===== src/rtl/conv_loop_controller.sv =====
// Loop/sequencing controller for the convolution datapath: walks x > y > ch_in > ch_out > ky > kx
// over paired operand handshakes, driving MAC control, partial-sum memory and a result stream.
module conv_loop_controller #(
  parameter int CNT_WIDTH       = 8,
  parameter int MAX_KERNEL_SIZE = 7,
  parameter int ADDR_WIDTH      = 8
) (
  input  logic                  clk,
  input  logic                  arst_n_in,
  input  logic                  start,
  input  logic                  abort,
  input  logic [CNT_WIDTH-1:0]  cfg_width,
  input  logic [CNT_WIDTH-1:0]  cfg_height,
  input  logic [CNT_WIDTH-1:0]  cfg_in_ch,
  input  logic [CNT_WIDTH-1:0]  cfg_out_ch,
  input  logic [CNT_WIDTH-1:0]  cfg_kernel,
  output logic                  running,
  output logic                  cfg_err,
  output logic                  done,
  input  logic                  a_valid,
  input  logic                  b_valid,
  output logic                  a_ready,
  output logic                  b_ready,
  output logic                  mac_valid,
  output logic                  mac_accumulate_internal,
  output logic                  mac_accumulate_with_0,
  output logic                  mem_re,
  output logic [ADDR_WIDTH-1:0] mem_read_addr,
  output logic                  mem_we,
  output logic [ADDR_WIDTH-1:0] mem_write_addr,
  output logic                  out_valid,
  input  logic                  out_ready,
  output logic [CNT_WIDTH-1:0]  out_x,
  output logic [CNT_WIDTH-1:0]  out_y,
  output logic [CNT_WIDTH-1:0]  out_ch,
  output logic [CNT_WIDTH-1:0]  cur_x,
  output logic [CNT_WIDTH-1:0]  cur_y,
  output logic [CNT_WIDTH-1:0]  cur_ch_in,
  output logic [CNT_WIDTH-1:0]  cur_ch_out,
  output logic [CNT_WIDTH-1:0]  cur_ky,
  output logic [CNT_WIDTH-1:0]  cur_kx,
  output logic [1:0]            state_dbg
);

  // Handshake: operands transfer only when a_valid & b_valid & a_ready (a_ready == b_ready);
  // a result transfers when out_valid & out_ready, and out_* hold stable while out_valid is pending.

  typedef enum logic [1:0] {IDLE = 2'd0, RUN = 2'd1, DRAIN = 2'd2, DONE = 2'd3} state_t;

  state_t state_q, state_d;

  logic [CNT_WIDTH-1:0] w_q, h_q, ic_q, oc_q, k_q;
  logic [CNT_WIDTH-1:0] x_q, y_q, ci_q, co_q, ky_q, kx_q;

  logic cfg_ok, stall, fire;
  logic kx_last, ky_last, co_last, ci_last, y_last, x_last;
  logic first_tap, last_tap, last_all;

  assign cfg_ok = (cfg_width != '0) && (cfg_height != '0) && (cfg_in_ch != '0) &&
                  (cfg_out_ch != '0) && (cfg_kernel != '0) &&
                  (cfg_kernel <= CNT_WIDTH'(MAX_KERNEL_SIZE));

  assign kx_last   = (kx_q == k_q  - CNT_WIDTH'(1));
  assign ky_last   = (ky_q == k_q  - CNT_WIDTH'(1));
  assign co_last   = (co_q == oc_q - CNT_WIDTH'(1));
  assign ci_last   = (ci_q == ic_q - CNT_WIDTH'(1));
  assign y_last    = (y_q  == h_q  - CNT_WIDTH'(1));
  assign x_last    = (x_q  == w_q  - CNT_WIDTH'(1));
  assign first_tap = (kx_q == '0) && (ky_q == '0);
  assign last_tap  = kx_last && ky_last;
  assign last_all  = last_tap && co_last && ci_last && y_last && x_last;

  // State register
  always_ff @(posedge clk or negedge arst_n_in) begin
    if (!arst_n_in) state_q <= IDLE;
    else            state_q <= state_d;
  end

  // Next-state logic; abort outranks everything, including start
  always_comb begin
    state_d = state_q;
    if (abort) begin
      state_d = IDLE;
    end else begin
      case (state_q)
        IDLE:    if (start && cfg_ok) state_d = RUN;
        RUN:     if (fire && last_all) state_d = DRAIN;
        DRAIN:   if (out_valid && out_ready) state_d = DONE;
        DONE:    state_d = IDLE;
        default: state_d = IDLE;
      endcase
    end
  end

  // Output logic
  always_comb begin
    running                 = (state_q != IDLE);
    done                    = (state_q == DONE);
    stall                   = out_valid && !out_ready;
    a_ready                 = (state_q == RUN) && !stall;
    b_ready                 = a_ready;
    fire                    = a_valid && b_valid && a_ready;
    mac_valid               = fire;
    mac_accumulate_internal = (state_q == RUN) && !first_tap;
    mac_accumulate_with_0   = (state_q == RUN) && first_tap && (ci_q == '0);
    mem_re                  = fire && first_tap && (ci_q != '0);
    mem_read_addr           = ADDR_WIDTH'(co_q);
    state_dbg               = state_q;
  end

  // Datapath: config latches, loop counters, partial-sum write and result registers
  always_ff @(posedge clk or negedge arst_n_in) begin
    if (!arst_n_in) begin
      w_q <= '0; h_q <= '0; ic_q <= '0; oc_q <= '0; k_q <= '0;
      x_q <= '0; y_q <= '0; ci_q <= '0; co_q <= '0; ky_q <= '0; kx_q <= '0;
      cfg_err        <= 1'b0;
      mem_we         <= 1'b0;
      mem_write_addr <= '0;
      out_valid      <= 1'b0;
      out_x          <= '0;
      out_y          <= '0;
      out_ch         <= '0;
    end else if (abort) begin
      x_q <= '0; y_q <= '0; ci_q <= '0; co_q <= '0; ky_q <= '0; kx_q <= '0;
      cfg_err   <= 1'b0;
      mem_we    <= 1'b0;
      out_valid <= 1'b0;
    end else begin
      cfg_err <= 1'b0;
      mem_we  <= fire && last_tap && !ci_last;
      if (fire && last_tap && !ci_last) mem_write_addr <= ADDR_WIDTH'(co_q);

      if (state_q == IDLE && start) begin
        w_q  <= cfg_width;
        h_q  <= cfg_height;
        ic_q <= cfg_in_ch;
        oc_q <= cfg_out_ch;
        k_q  <= cfg_kernel;
        cfg_err <= !cfg_ok;
        x_q <= '0; y_q <= '0; ci_q <= '0; co_q <= '0; ky_q <= '0; kx_q <= '0;
      end

      if (fire) begin
        if (!kx_last) kx_q <= kx_q + CNT_WIDTH'(1);
        else begin
          kx_q <= '0;
          if (!ky_last) ky_q <= ky_q + CNT_WIDTH'(1);
          else begin
            ky_q <= '0;
            if (!co_last) co_q <= co_q + CNT_WIDTH'(1);
            else begin
              co_q <= '0;
              if (!ci_last) ci_q <= ci_q + CNT_WIDTH'(1);
              else begin
                ci_q <= '0;
                if (!y_last) y_q <= y_q + CNT_WIDTH'(1);
                else begin
                  y_q <= '0;
                  x_q <= x_last ? '0 : x_q + CNT_WIDTH'(1);
                end
              end
            end
          end
        end
      end

      // A new result can only land when the previous one is gone or leaving this cycle
      if (fire && last_tap && ci_last) begin
        out_valid <= 1'b1;
        out_x     <= x_q;
        out_y     <= y_q;
        out_ch    <= co_q;
      end else if (out_valid && out_ready) begin
        out_valid <= 1'b0;
      end
    end
  end

  assign cur_x      = x_q;
  assign cur_y      = y_q;
  assign cur_ch_in  = ci_q;
  assign cur_ch_out = co_q;
  assign cur_ky     = ky_q;
  assign cur_kx     = kx_q;

endmodule


===== config.mk =====
export PLATFORM = sky130hd
export DESIGN_NAME = conv_loop_controller
export DESIGN_NICKNAME = d
export VERILOG_FILES = /design/src/rtl/conv_loop_controller.sv
export SDC_FILE = /design/constraint.sdc
export NUM_CORES = 1
export LEC_CHECK = 0
export ABC_CLOCK_PERIOD_IN_PS = 3600
export BUFFER_PORTS_ARGS = -buffer_cell sky130_fd_sc_hd__buf_2
export CORE_MARGIN = 10
export CORE_UTILIZATION = 56
export DETAILED_ROUTE_END_ITERATION = 10
export GPL_TIMING_DRIVEN = 0
export PLACE_DENSITY = 0.9
export SYNTH_ARGS = -nofsm -noshare
export SYNTH_HDL_FRONTEND = slang
export SYNTH_SLANG_ARGS = --single-unit

===== constraint.sdc =====
create_clock -name clk -period 3.6 [get_ports clk]
set_input_delay 0.36 -clock clk [delete_from_list [all_inputs] [get_ports clk]]
set_output_delay 0.36 -clock clk [all_outputs]
set_load 0.03 [all_outputs]

# Yosys cells after proc, flatten, opt, wreduce, memory -nomap -nowiden
# Index checks and enable logic that the tools add are counted.
word_totals:
  regBits: 125
  inputBits: 47
  output_inout_bits: 101
  word_cells: 143
op_classes:
  addsub: 11
  magnitude_cmp: 1
  n_eq_ne: 12
  mux: 50
  n_bitwise: 1
  n_reduce_logical: 49
op_table:
  columns: ["op", "count"]
  rows:
  - ["8-bit two-way mux", 39]
  - ["8-bit by 1-bit adder with 8-bit output, second input constant", 6]
  - ["8-bit equality test", 6]
  - ["8-bit nonzero test", 6]
  - ["8-bit by 1-bit subtractor with 8-bit output, second input constant", 5]
  - ["1-bit logical AND", 27]
  - ["8-bit logical NOT", 3]
  - ["3-bit != test, second input constant", 3]
  - ["8-bit by 3-bit less-or-equal comparator with 1-bit output, second input constant", 1]
  - ["2-bit two-way mux", 4]
  - ["2-bit one-hot mux with 4 select lines", 1]
  - ["1-bit two-way mux", 6]
  - ["2-bit AND reduction", 3]
  - ["3-bit nonzero test", 2]
  - ["1-bit logical NOT", 5]
  - ["2-bit equality test, second input constant", 2]
  - ["3-bit AND reduction", 1]
  - ["2-bit by 1-bit equality test with 1-bit output, second input constant", 1]
  - ["2-bit logical NOT", 1]
  - ["2-bit nonzero test", 1]
  - ["1-bit NOT", 1]

# Logic depth before layout (Yosys ltp)
# Gate-level depths: netlist of the first run.
logic_depth:
  ltp_word: 11
  mapped_depth: 13
  mapped_depth_nobuf: 10

# Worst setup path after synthesis of the first run
# Ideal clock, no wire load.
synth_timing:
  path_type: "register to register"
  startpoint: "register k_q[0]"
  endpoint: "register out_ch[5]"
  setup_time_ns: 0.128
  arrival_ns: 2.915
  required_time_ns: 3.472
  setup_slack_ns: 0.557
  stages_incl_launch_ff: 13
  n_path_buf: 5
  period_less_slack_ns: 3.043
  path_cell_list: "dfrtp_1 > buf_6 > or4_1 > buf_2 > or3_1 > a211oi_1 > and4_1 > buf_4 > and4_1 > and3b_1 > buf_4 > buf_6 > mux2_1"
synth_via:
  elab_chain_len: 6
  elab_cells_between_ends: 7
  cone_classes: "add/sub (1); eq/ne (2); reduce/logical (4)"
synth_lines:
  columns: ["element", "line", "rtl"]
  rows:
  - ["start, declared", "52", "logic [CNT_WIDTH-1:0] w_q, h_q, ic_q, oc_q, k_q;"]
  - ["start signal, assigned", "138", "k_q <= cfg_kernel;"]
  - ["8-bit by 1-bit subtractor with 8-bit output (*)", "63, 64", null]
  - ["8-bit equality test, on equally long branches", "63, 64", null]
  - ["1-bit logical AND (*)", "70", "assign last_tap = kx_last && ky_last;"]
  - ["1-bit logical AND (*) (2 in a row)", "168", "if (fire && last_tap && ci_last) begin"]
  - ["2-bit AND reduction (no line) (*)", null, null]
  - ["end signal, assigned", "172", "out_ch <= co_q;"]
  - ["end, declared", "35", "output logic [CNT_WIDTH-1:0] out_ch,"]
# Mark *: on every way between the ends. The rest lies on a longest branch, timed or not.
# A chain may end at the register's enable or synchronous reset.

# Worst setup path in the final report of the first run
# Same ends and word-level chain as after synthesis.

==> flow_summary.yaml, run 1 <==
run_status:
  outcome: "finished clean"
timing:
  setup_tns_ps: 0
  period_share_pct: 94.0
  period_needed_ps: 3380
  fin_skew_ps: 11.7
  hold_viol: 0
  max_freq_ghz: 0.296
  slew_headroom_pct: 38.4
  slew_violations: 0
  worst_slew_pin_slew_ps: 925
  fin_hold_ws_ps: 178
  setup_violations: 0
  rsz0062_at_grt: "false"
critical_path:
  crit_type: "register to register"
  endpoint_kind: "register"
  worstPathMaxFanout: 10
  startpoint_type: "register"
  worst_ep_required_time_ps: 3900
  cp.arrival_ps: 3690
synthesis:
  synth_top_area_share_pct: 41.0
  synth-xor-area-share_pct: 7.22
  synth_edf_count: 0
  synth_cell_types: 71
  synth-async-reset-ratio_pct: 100
  syn_avg_cell_area_um2: 9.84
  yosys.area.top_type: "dfrtp_1"
  synth-main-ff-cell: "dfrtp_1"
  synthAdderAreaFrac_pct: 3.08
  ys_seq_area_share_pct: 41.0
  synthTopCellsByArea: "dfrtp_1 (41%), mux2_2 (8.0%), xnor2_1 (4.1%)"
  synth_top_family_by_area: "simple AND/OR/NAND/NOR gates"
  syn-instance-count: 776
  ys_ff_latch: 125
  synthSimpleGateAreaFrac_pct: 19.1
  synth_compound_area_share_pct: 13.3
  synth.area.mux_share_pct: 11.2
  yosys_warnings: 0
  syn_area_um2: 7640
  syn-num-nets: 841
power_and_ir_drop:
  vdd_drop_max_mv: 0.378
  leakage_nw: 4.41
  power_density_nw_per_um2: 523
worst_hold_path:
  hold_path_class: "input pin to register"
floorplanning:
  io_pins: 148
  die_area_um2: 18700
  core_um2: 13300
  die_w_um: 137
  placementRows: 42
  die_h_um: 137
  initial_core_util_pct: 57.5
placement:
  dp.cells: 1100
  place.gp.congestion: 0.904
  dp_hpwl_um: 16000
  place_area_um2: 8630
  port_buffers: 147
finish:
  finalNonFillerCells: 1135
  nets: 1009
  final_area_um2: 9210
  layout-drive-gt1-share_pct: 27.6
  syn_to_final_growth_pct: 20.6
clocking:
  clk_latency_ps: 430
  numCtsBuffers: 17
  clockRootBuffer: "clkbuf_16"
  clk_pin_slew_ps: 60
  htree_levels: 4
  cts_tree: "built"
  postCtsSetupRepairBufs: 0
  clockBufferDepth: 2
  cts_sinks: 125
detailed_routing:
  drt_wl_total_um: 22200
  drc: 0
  vias: 6965
  initialDrtViolationCount: 672
  antenna_left: 0
  vias_per_cell: 6.14
  wl_per_cell_um: 19.6
  first_pass_iters: 5
global_route:
  grt_util_all_layers_pct: 23.6
  grt_max_degree: 94
  gr-total-overflow: 0
  antenna_found_initial: 2
  first_global_vias: 6966
  grt_pass1_wl_um: 35000
job:
  cap_violations: 0
==> area by class of cell <==
class | count | area (um2)
Multi-Input combinational cell | 565 | 4130
Fill cell | 985 | 4090
Sequential cell | 125 | 3130
Timing Repair Buffer | 149 | 779
Clock buffer | 21 | 460
Buffer | 54 | 272
Tap cell | 176 | 220
Inverter | 32 | 120
Clock inverter | 11 | 93.8
Antenna cell | 2 | 5.00
==> power by group <==
part | internal [W] | switching (W) | total (W)
registers | 0.00159 | 0.000235 | 0.00183
clock network | 0.000977 | 0.000632 | 0.00161
logic | 0.000613 | 0.000762 | 0.00137
total | 0.00318 | 0.00163 | 0.00481
==> cells in the final DEF (no fill, tap or decap), drive strengths merged, types with 5 or more instances in the layout <==
master | Yosys | layout
o211a | 5 | 5
and3 | 11 | 11
nor2 | 34 | 34
nand3b | 6 | 6
o2bb2ai | 5 | 5
a22o | 6 | 6
nand2 | 41 | 41
o31ai | 9 | 9
inv | 32 | 32
nor3b | 5 | 5
xor2 | 27 | 27
dfrtp | 125 | 125
nand4 | 12 | 12
mux2 | 73 | 73
and4 | 6 | 6
nor4b | 5 | 5
a21oi | 26 | 26
nor2b | 9 | 9
a21o | 7 | 7
clkinv | 0 | 6
a31oi | 13 | 13
o211ai | 7 | 7
nand3 | 32 | 32
or4 | 9 | 9
nand2b | 13 | 13
clkbuf | 36 | 57
ha | 18 | 18
and2 | 10 | 10
xnor2 | 36 | 36
buf | 18 | 166
o21ai | 27 | 27
or3 | 7 | 7
nor4 | 19 | 19
nor3 | 29 | 29
==> worst max-delay path, stage by stage (launching register included) <==
cell     delay [ps]
dfrtp_1         370
buf_6           140
inv_1            50
ha_1            300
nor3b_1         520
nand2_1         130
xnor2_1         200
nor3_1          390
and4_1          290
and3b_1         180
buf_4           170
buf_6           190
mux2_1          340
==> what timing repair did <==
item | in CTS | in global routing
gates resized for setup | 0 | 2
hold buffers | 1 | 0
hold endpoints to repair | 32 | 0
setup endpoints to repair | 0 | 55
==> cell families after synthesis <==
kind of cell,after synthesis
AOI/OAI and AO/OA,146
xor gates and xnor gates,63
adders and majority gates,19
buffers and inverters,86
DFF,125
muxes,76
and+or+nand+nor,261
==> synthesized netlist by cell type, types with 4 or more instances <==
master and instances:
dfrtp_1 125, mux2_2 54, nand2_1 41, clkbuf_1 36, xnor2_1 36, nor2_1 34, inv_1 32, nand3_1 31
nor3_1 29, xor2_1 27, a21oi_1 26, o21ai_0 23, mux2_1 19, ha_1 18, nor4_1 18, a31oi_1 13
nand2b_1 13, nand4_1 12, and3_1 11, buf_4 11, and2_1 10, nor2b_1 9, o31ai_1 9, or4_1 9
a21o_1 7, o211ai_1 7, or3_1 7, a22o_1 6, and4_1 6, nand3b_1 6, nor3b_1 5, nor4b_1 5
o2bb2ai_1 5, buf_2 4, o2111ai_1 4, o211a_1 4, o21ai_1 4, o22ai_1 4
==> worst paths after layout <==
check | start | to | slack, ps | depth (start not counted)
min in group asynchronous | arst_n_in | cur_kx[4]$_DFFE_PN0P_ | 390 | 2
worst min register to register | out_y[5]$_DFFE_PN0P_ | out_y[5]$_DFFE_PN0P_ | 480 | 1
worst max register to register | k_q[0]$_DFFE_PN0P_ | out_ch[5]$_DFFE_PN0P_ | 220 | 12
max in group asynchronous | arst_n_in | out_y[7]$_DFFE_PN0P_ | 2440 | 3
worst min-delay path | cfg_in_ch[0] | ic_q[0]$_DFFE_PN0P_ | 180 | 2
worst max-delay path | k_q[0]$_DFFE_PN0P_ | out_ch[5]$_DFFE_PN0P_ | 220 | 12
==> metrics by stage <==
stage,total power (W),setup slack (ps),util [%]
6_report,0.00481,216,69.3
5_1_grt,0.00505,60.2,69.2
4_1_cts,0.00479,76.7,69.1
3_5_place_dp,0.00316,143,64.9
3_3_place_gp,0.00309,177,64.6
2_1_floorplan,0.00281,557,-
==> metal layers <==
| metal | vias up | track usage (%) | wire, um |
|---|---|---|---|
| li1 | 3182 | - | - |
| met1 | 3373 | 26.7 | 8370 |
| met2 | 336 | 37.9 | 10500 |
| met3 | 74 | 8.80 | 2320 |
| met4 | 0 | 12.9 | 1040 |
| met5 | - | 0 | 0 |
No activity file was read; power rests on OpenSTA's default activity.
==> run 2: changes to the inputs <==
ABC_AREA = 1   (was default)
CORE_UTILIZATION = 58   (was 56)
CTS_BUF_LIST = sky130_fd_sc_hd__clkbuf_4   (was default)
CTS_CLUSTER_SIZE = 30   (was default)
PLACE_DENSITY = 0.92   (was 0.9)
==> run 2 against run 1 <==
Effect of this change: critical path type is now register to output pin; flip-flop and latch count stayed put; register-to-register slack better by 290 ps; maximum frequency is 1.9% higher; final area is 2.6% lower; clock power is 34% lower; global-route usage is 1.0 points higher; power is 0.90% lower; sequential power is 4% higher; largest cell class unchanged; largest power group unchanged.
==> flow_summary.yaml, run 2 <==
finish:
  syn_to_final_growth_pct: 16.9
  layout-drive-gt1-share_pct: 18.8
  layout_common_cells: "nand2_1 (208), buf_2 (147), dfrtp_1 (125)"
  multi_input_area_um2: 3910
  nets: 1247
  nFillCells: 1003
  final_common_cell: "nand2_1"
  register_area_um2: 3130
timing:
  period_needed_ps: 3320
  fin_skew_ps: 15.8
  max_freq_ghz: 0.301
  slew_headroom_pct: 38.4
  hold_viol: 0
  period_share_pct: 92.3
  rsz0062_at_grt: "false"
  setup_violations: 0
  worst_slew_pin_slew_ps: 923
  setup_tns_ps: 0
  layout_setup_ws_ps: 278
  slew_violations: 0
power_and_ir_drop:
  vdd_drop_max_mv: 0.362
  power_density_nw_per_um2: 531
  leakage_nw: 4.52
job:
  cap_violations: 0
critical_path:
  path_delay_family: "buffers and inverters"
  cp_num_buf_inv: 5
  worstPathMaxFanout: 10
  r2r_start: "state_dbg[0]$_DFFE_PN0P_"
  endpoint_kind: "output pin"
  slowest_stage: "clkbuf_1"
  cpMostUsedCell: "inv_1"
  r2r-end: "ic_q[4]$_DFFE_PN0P_"
  worst_ep_required_time_ps: 3240
  r2r_slack_ps: 510
  rr_worst_depth: 9
  slowest_delay_ps: 450
  cp.arrival_ps: 2960
  crit_type: "register to output pin"
  crit_chain: "inv_1 > ha_1 > nand2_1 > inv_1 > nand3_1 > inv_1 > clkbuf_1 > buf_2"
  startpoint_type: "register"
placement:
  dp_hpwl_um: 17400
  place_ws_ps: 602
  port_buffers: 147
  place.gp.congestion: 0.933
synthesis:
  syn-instance-count: 1014
  synth.top_cells.by_count: "nand2_1 (208), dfrtp_1 (125), inv_1 (116), nor2_1 (116), nand3_1 (83)"
  synth-main-ff-cell: "dfrtp_1"
  syn-num-nets: 1079
  ys_seq_area_share_pct: 40.7
  ys_ff_latch: 125
  yosys.area.top_type: "dfrtp_1"
  synth_most_common_cell: "nand2_1"
  synth_edf_count: 0
  synthTopCellsByArea: "dfrtp_1 (41%), nand2_1 (10%), inv_1 (5.7%)"
  synth-async-reset-ratio_pct: 100
  syn_area_um2: 7680
  yosys_warnings: 0
  synth_top_area_share_pct: 40.7
  synth_cell_types: 44
  syn_avg_cell_area_um2: 7.57
clocking:
  cts_tree: "built"
  clk_pin_slew_ps: 100
  clockBufferDepth: 2
  clockRootBuffer: "clkbuf_4"
  postCtsSetupRepairBufs: 0
  htree_levels: 4
  cts_sinks: 125
  clk_latency_ps: 560
  numCtsBuffers: 17
  cts_resized: 0
detailed_routing:
  first_pass_iters: 6
  antenna_left: 0
  initialDrtViolationCount: 889
  wl_per_cell_um: 16.6
  drt_wl_total_um: 22600
  drc: 0
  vias_per_cell: 5.71
  vias: 7805
global_route:
  grt_pass1_wl_um: 36700
  grt_util_all_layers_pct: 24.6
  first_global_vias: 7615
  grt_max_degree: 65
  antenna_found_initial: 1
  gr-total-overflow: 0
floorplanning:
  die_w_um: 135
  io_pins: 148
  die_h_um: 135
  die_area_um2: 18200
  core_um2: 12800
  placementRows: 41
  initial_core_util_pct: 60.1
worst_hold_path:
  hold_path_class: "input pin to register"
  hp-start: "cfg_height[4]"
  whs_path_depth: 2
  min_to: "h_q[4]$_DFFE_PN0P_"
run_status:
  outcome: "finished clean"
==> run 2: cell types whose count changed after synthesis, sizes merged, moves of 9 or more <==
| cell | previous run | this run |
|---|---|---|
| or4 | 9 | 0 |
| xnor2 | 36 | 19 |
| mux2 | 73 | 17 |
| a21oi | 26 | 49 |
| inv | 32 | 118 |
| and2 | 10 | 0 |
| clkbuf | 36 | 17 |
| o21ai | 27 | 80 |
| nor2 | 34 | 122 |
| nor2b | 9 | 0 |
| nand2 | 41 | 210 |
| nand2b | 13 | 0 |
| nand3 | 32 | 87 |
| and3 | 11 | 1 |
==> run 2: worst reg2reg max path: stages (launching register included) <==
cell and delay, ps:
dfrtp_1 430, inv_1 100, ha_1 240, nand2_1 130
clkinv_1 250, nand2_1 160, clkbuf_1 580, clkbuf_1 430
buf_1 500, a21oi_1 150
==> run 2: cell families (layout without fill, tap and decap cells) <==
family          Yosys count  after routing  synth area share (%)
flops                   125            125                  40.7
buf+inv                 154            334                  8.38
mux                      17             17                  2.54
other cells               0              1                     0
compound gates          156            156                  11.0
xor+xnor                 54             54                  6.16
simple gates            490            490                  28.2
fa+ha+maj                18             18                  2.93
==> run 2: area by class of cell <==
class,count,share of cell area (%)
Clock buffer,20,1.67
Buffer,33,2.11
Antenna cell,1,0.0279
Timing Repair Buffer,149,8.69
Sequential cell,125,34.9
Tap cell,172,2.40
Inverter,121,5.06
Multi-Input combinational cell,735,43.5
Clock inverter,11,1.66
==> run 2: through the flow <==
step                      util, %  instances  instance area, um2  hold slack [ps]  total power (W)
after floorplan                 -       1014                7680             64.4          0.00321
after global placement       67.5       1333                8630              463          0.00361
after detailed placement     67.8       1334                8660              379          0.00368
after CTS                    70.2       1366                8970             34.1          0.00474
after global routing         70.2       1367                8970             18.4          0.00509
final                        70.2       1367                8970             51.0          0.00477
==> run 2: worst max-delay path by stage <==
stage | from | end | slack, ps | cells after the start
final | state_dbg[1]$_DFFE_PN0P_ | mac_valid | 280 | 8
after global routing | state_dbg[1]$_DFFE_PN0P_ | mac_valid | 120 | 8
after CTS | state_dbg[1]$_DFFE_PN0P_ | mac_valid | 360 | 8
after detailed placement | state_dbg[0]$_DFFE_PN0P_ | ic_q[1]$_DFFE_PN0P_ | 600 | 9
after global placement | arst_n_in | cur_x[7]$_DFF_PN0_ | 590 | 1
after floorplan | state_dbg[1]$_DFFE_PN0P_ | mem_re | 930 | 7
==> run 2: timing repair <==
action                                  4_1_cts  5_1_grt
hold buffers                                  1        0
endpoints found under the setup margin        0        0
endpoints found under the hold margin        61        0
==> run 2: where the power goes <==
part / total [W] / switching, W / internal (W) / leakage, nW
clock network: 0.00107 / 0.000518 / 0.000557 / 0.164
logic: 0.00179 / 0.00113 / 0.000664 / 2.72
registers: 0.00190 / 0.000257 / 0.00164 / 1.63
==> run 2: routing by layer <==
metal | GRT usage, % | up-vias | routed length [um]
met5 | 0 | - | 0
met4 | 11.0 | 0 | 873
met3 | 7.72 | 72 | 2430
met2 | 40.0 | 448 | 10500
met1 | 29.1 | 3607 | 8840
li1 | - | 3678 | -
